### src/rtl/four_to_two_priority_request_controller.sv
// rtl/four_to_two_priority_request_controller.sv - sticky request capture with 4:2 priority presentation and valid/ack handshake
// Rising edges set pending bits; the highest unmasked pending bit is presented as a frozen code until ack or timeout.
module four_to_two_priority_request_controller #(
   parameter int TIMEOUT = 8
) (
   input  logic       clk,
   input  logic       rst,
   input  logic [3:0] req_in,
   input  logic [3:0] mask,
   input  logic       ack,
   output logic       valid,
   output logic [1:0] code,
   output logic [3:0] pending,
   output logic       overflow,
   output logic       timeout
);

   typedef enum logic [1:0] {
      S_IDLE    = 2'd0,
      S_PRESENT = 2'd1,
      S_GAP     = 2'd2
   } state_t;

   localparam bit         TO_EN    = (TIMEOUT != 0);
   localparam logic [3:0] CNT_LAST = TO_EN ? 4'(TIMEOUT - 1) : 4'd0;

   state_t     state_q, state_d;
   logic [1:0] code_q, code_d;
   logic       valid_q, valid_d;
   logic [3:0] pending_q, pending_d;
   logic [3:0] req_q;
   logic       overflow_q, overflow_d;
   logic       timeout_q, timeout_d;
   logic [3:0] cnt_q, cnt_d;
   logic [3:0] rise;
   logic [3:0] clr;
   logic [3:0] eligible;

   function automatic logic [1:0] top_index(input logic [3:0] v);
      logic [1:0] idx;
      if (v[3])      idx = 2'd3;
      else if (v[2]) idx = 2'd2;
      else if (v[1]) idx = 2'd1;
      else           idx = 2'd0;
      return idx;
   endfunction

   always_comb begin
      state_d   = state_q;
      code_d    = code_q;
      valid_d   = 1'b0;
      timeout_d = 1'b0;
      cnt_d     = cnt_q;
      clr       = 4'b0000;
      eligible  = pending_q & ~mask;
      rise      = req_in & ~req_q;

      case (state_q)
         S_IDLE: begin
            if (|eligible) begin
               code_d  = top_index(eligible);
               cnt_d   = 4'd0;
               state_d = S_PRESENT;
               valid_d = 1'b1;
            end
         end
         S_PRESENT: begin
            valid_d = 1'b1;
            // ack takes precedence over an expiring timeout on the same edge
            if (ack) begin
               clr     = 4'b0001 << code_q;
               state_d = S_GAP;
               valid_d = 1'b0;
            end else if (TO_EN && (cnt_q == CNT_LAST)) begin
               timeout_d = 1'b1;
               state_d   = S_IDLE;
               valid_d   = 1'b0;
            end else begin
               cnt_d = cnt_q + 4'd1;
            end
         end
         S_GAP: begin
            state_d = S_IDLE;
         end
         default: begin
            state_d = S_IDLE;
         end
      endcase

      // a fresh rise on the bit being cleared keeps it set and is not an overflow
      pending_d  = (pending_q & ~clr) | rise;
      overflow_d = |(rise & pending_q & ~clr);
   end

   always_ff @(posedge clk) begin
      if (rst) begin
         state_q    <= S_IDLE;
         code_q     <= 2'b00;
         valid_q    <= 1'b0;
         pending_q  <= 4'b0000;
         req_q      <= 4'b0000;
         overflow_q <= 1'b0;
         timeout_q  <= 1'b0;
         cnt_q      <= 4'd0;
      end else begin
         state_q    <= state_d;
         code_q     <= code_d;
         valid_q    <= valid_d;
         pending_q  <= pending_d;
         req_q      <= req_in;
         overflow_q <= overflow_d;
         timeout_q  <= timeout_d;
         cnt_q      <= cnt_d;
      end
   end

   assign valid    = valid_q;
   assign code     = code_q;
   assign pending  = pending_q;
   assign overflow = overflow_q;
   assign timeout  = timeout_q;

endmodule

### config.mk
export PLATFORM = sky130hd
export DESIGN_NAME = four_to_two_priority_request_controller
export DESIGN_NICKNAME = d
export VERILOG_FILES = /design/src/rtl/four_to_two_priority_request_controller.sv
export SDC_FILE = /design/constraint.sdc
export NUM_CORES = 1
export LEC_CHECK = 0
export CAP_MARGIN = 20
export CELL_PAD_IN_SITES_DETAIL_PLACEMENT = 1
export CELL_PAD_IN_SITES_GLOBAL_PLACEMENT = 1
export CORE_ASPECT_RATIO = 2
export CORE_UTILIZATION = 30
export CTS_CLUSTER_SIZE = 16
export DETAILED_ROUTE_END_ITERATION = 7
export PLACE_DENSITY_LB_ADDON = 0.1
export SETUP_SLACK_MARGIN = 0.05
export SYNTH_ARGS = -nofsm -noshare
export SYNTH_HDL_FRONTEND = slang
export SYNTH_SLANG_ARGS = --single-unit
### constraint.sdc
create_clock -name clk -period 3.8 [get_ports clk]
set_input_delay 0.76 -clock clk [delete_from_list [all_inputs] [get_ports clk]]
set_output_delay 0.76 -clock clk [all_outputs]
set_load 0.02 [all_outputs]
==> results.md <==
- Sequential area share after synthesis: 46.2%
- Hold Vio Cnt, Final: 0
- Number of global-route vias before repair: 677
- CP top delay family: compound AO/OA/AOI/OAI gates
- Post-synth top area share: 46.2%
- Hold Crit Depth: 2
- RSZ-0062 raised after global routing: no
- GRT Overall Usage: 14.8%
- Critical Path Sink: code[0]
- DR WL met2: 1.08 mm
- # clock sinks: 19
- Netlist cell types: 31
- Detailed-route via count: 704
- Initial DRC count: 6
- Layout cell share with drive strength beyond 1: 7.48%
- Setup WS post-layout: 1.67 ns
- Gr ovfl total: 0
- Critical path class: in2reg
- Via/cell ratio: 5.21
- Routability Congestion: 0.723
- Highest metal used: met4
- HPWL Detailed: 1.50 mm
- Period utilisation layout: 55.9%
- H-Tree Depth: 1
- Sw Share: 26.1%
- Clock root cell: clkbuf_8
- Hold_buf cts: 0
- Largest net degree at the start of global routing: 21
- Cts bufs inserted: 3
- Fin. max-slew vios: 0
- Die Width: 39.0 microns
- Longest Clk Path Bufs: 2
- Crit path launch: mask[1]
- Worst path cell trace: clkdlybuf4s50_1, nor2b_1, o41ai_4, mux2_2, nor2_1
- Slowest stage delay, CP: 0.55 ns
- Nets@finish: 120
- Row count: 26
- Total wire length: 1.92 mm
- #FFs+latches synth: 19
- Lkg Pwr: 0.000381 uW
- Logic pwr share: 18.5%
- TNS Setup: 0 ns
- Syn-to-layout area delta: 30.5%
- Inst Count DP: 131
- Largest cells by area after synthesis: dfxtp_1 46%, nor2b_1 9.1%, a21oi_1 6.1%, nand3_1 4.3%, o41ai_4 3.3%
- I/O Buffers: 19
- WP data required: 3.99 ns
- Most frequent cells in the layout: 19 x dfxtp_1, 19 x clkdlybuf4s50_1, 12 x nor2b_1, 10 x a21oi_1, 7 x nand3_1
- Crit path buf inv count: 1
- Power density over the cells: 412 nW/um^2
- Flop2flop setup slack: 2.04 ns
- Core Box Area: 2570 sq um
- Worst r2r path cells: 5
- Antenna viol nets, final: 0
- Final setup viols: 0
- R2r startpoint: cnt_q[0]
- Switching pwr: 116 uW
- Worst-Margin Slew: 0.709 ns
- Initial core utilization: 32.0%
- Slew margin rel.: 52.6%
- Met1 WL: 738 microns
- Ant. Diodes: 0
- DRC Markers: 0
- Chip height: 76.1 microns
- Startpoint types: input port
- Clock skew: 0.00176 ns
- DRT Pass-1 Iters: 4
- Setup bufs post-CTS: 0
- FF-to-FF End: cnt_q[3]
- CTS tree: built
- Status: finished, final reports clean
- Die area: 2970 sq um
- Clk_lat worst skew: 0.26 ns
- Pre-CTS WS: 1.41 ns
- Crit-path max FO: 7
- Wire per inst: 14.2 microns
- Hold Path Class: reg2reg
- Seq pwr share: 50.0%
- Clock Power Share: 31.4%
- CP max stage cell: o41ai_4
- Post-synth top area cell: dfxtp_1
- Clk pin slew, worst setup/hold paths: 0.07 ns
- Final std cells w/o fill: 135
- WP data arrival: 2.31 ns
- Met3 wire len: 62 microns
- Cell depth of the worst setup path: 5
- Max-cap check violation count: 0
- Syn Area/Cell: 9.46 sq um
- Crit path time final: 2.13 ns
- Post-CTS Resized: 0
- Post-Syn Area: 823 sq um
- Post-synth net total: 99
- Syn Inst Count: 87
- Global-route wire length before repair: 3.13 mm
- Post-place instance area: 1030 sq um
- IO Pins: 20
- Cell area after layout: 1070 sq um
- Yosys synthesis warning count: 0
- Max frequency: 0.470 GHz
- Max IR drop VDD: 208 uV
- CP endpoint kind: flip-flop
- Initial antenna violation count: 0
- Pint: 327 uW
-- cells in the mapped netlist --
cell type   n
a31oi_1     1
nand4b_1    2
a21oi_2     1
a31o_2      1
nor3_1      1
inv_1       3
a21oi_1    10
buf_6       1
mux2_2      1
nor2_1      4
o41ai_4     1
clkbuf_1    2
dfxtp_1    19
nand2b_1    3
nor4b_1     1
o21ai_0     2
o21a_1      1
ha_1        1
nand3_1     7
nor2b_1    12
o31ai_1     1
a211oi_1    1
a41o_1      1
nand2_1     2
nor3b_1     2
o22a_1      1
or3_1       1
and3b_1     1
nand4_1     1
o31a_1      1
nand2b_2    1
-- per-stage QoR --
step	hold slack (ns)	total power [uW]	utilization, %
finish	0.488	443	41.8
global placement	0.483	307	40.1
detailed placement	0.483	309	40.1
CTS	0.493	450	41.8
global route	0.529	467	41.8
floorplan	0.461	274	-
-- state kept, by name, indices dropped and copies added (netlist names) --
register  flops
state_q       2
req_q         4
pending       4
valid         1
cnt_q         4
overflow      1
code          2
timeout       1
-- how the worst min path moves through the flow --
stage                         from       end  slack [ns]
after floorplan           cnt_q[1]  cnt_q[1]        0.46
after global routing      cnt_q[1]  cnt_q[1]        0.53
after detailed placement  cnt_q[1]  cnt_q[1]        0.48
after global placement    cnt_q[1]  cnt_q[1]        0.48
final                     cnt_q[1]  cnt_q[1]        0.49
after CTS                 cnt_q[1]  cnt_q[1]        0.49
-- power groups by stage --
stage          Clock [uW]  Sequential, uW  Combinational, uW
2_1_floorplan           0             233               40.9
3_3_place_gp            0             226               80.7
3_5_place_dp            0             227               82.5
4_1_cts               145             222               83.0
5_1_grt               154             224               89.2
6_report              139             222               82.1
-- metal layers --
metal	vias up	global-route usage [%]
met4	0	8.28
li1	352	-
met3	4	1.75
met1	335	15.8
met5	-	0
met2	13	25.7
-- worst register-to-register path: cells and delay by family (launching register included) --
kind,cells,cell delay (ns)
AOI/OAI and AO/OA,2,0.46
adders and majority gates,1,0.25
DFF,1,0.34
and+or+nand+nor,2,0.64
-- final cells by class --
class,instances,area (sq um)
flip-flops and latches,19,380
multi-input cells,62,413
fillers,312,1500
well taps,28,35.0
clock buffers,4,45.0
inverters,3,11.3
repair buffers,19,190
-- cells by family after synthesis --
group / Yosys count / share of synthesized area [%]
mux: 1 / 1.37
buf+inv: 6 / 3.65
simple gates: 38 / 27.7
fa+ha+maj: 1 / 1.52
flops: 19 / 46.2
compound gates: 22 / 19.6
(Power assumes the default switching activity.)
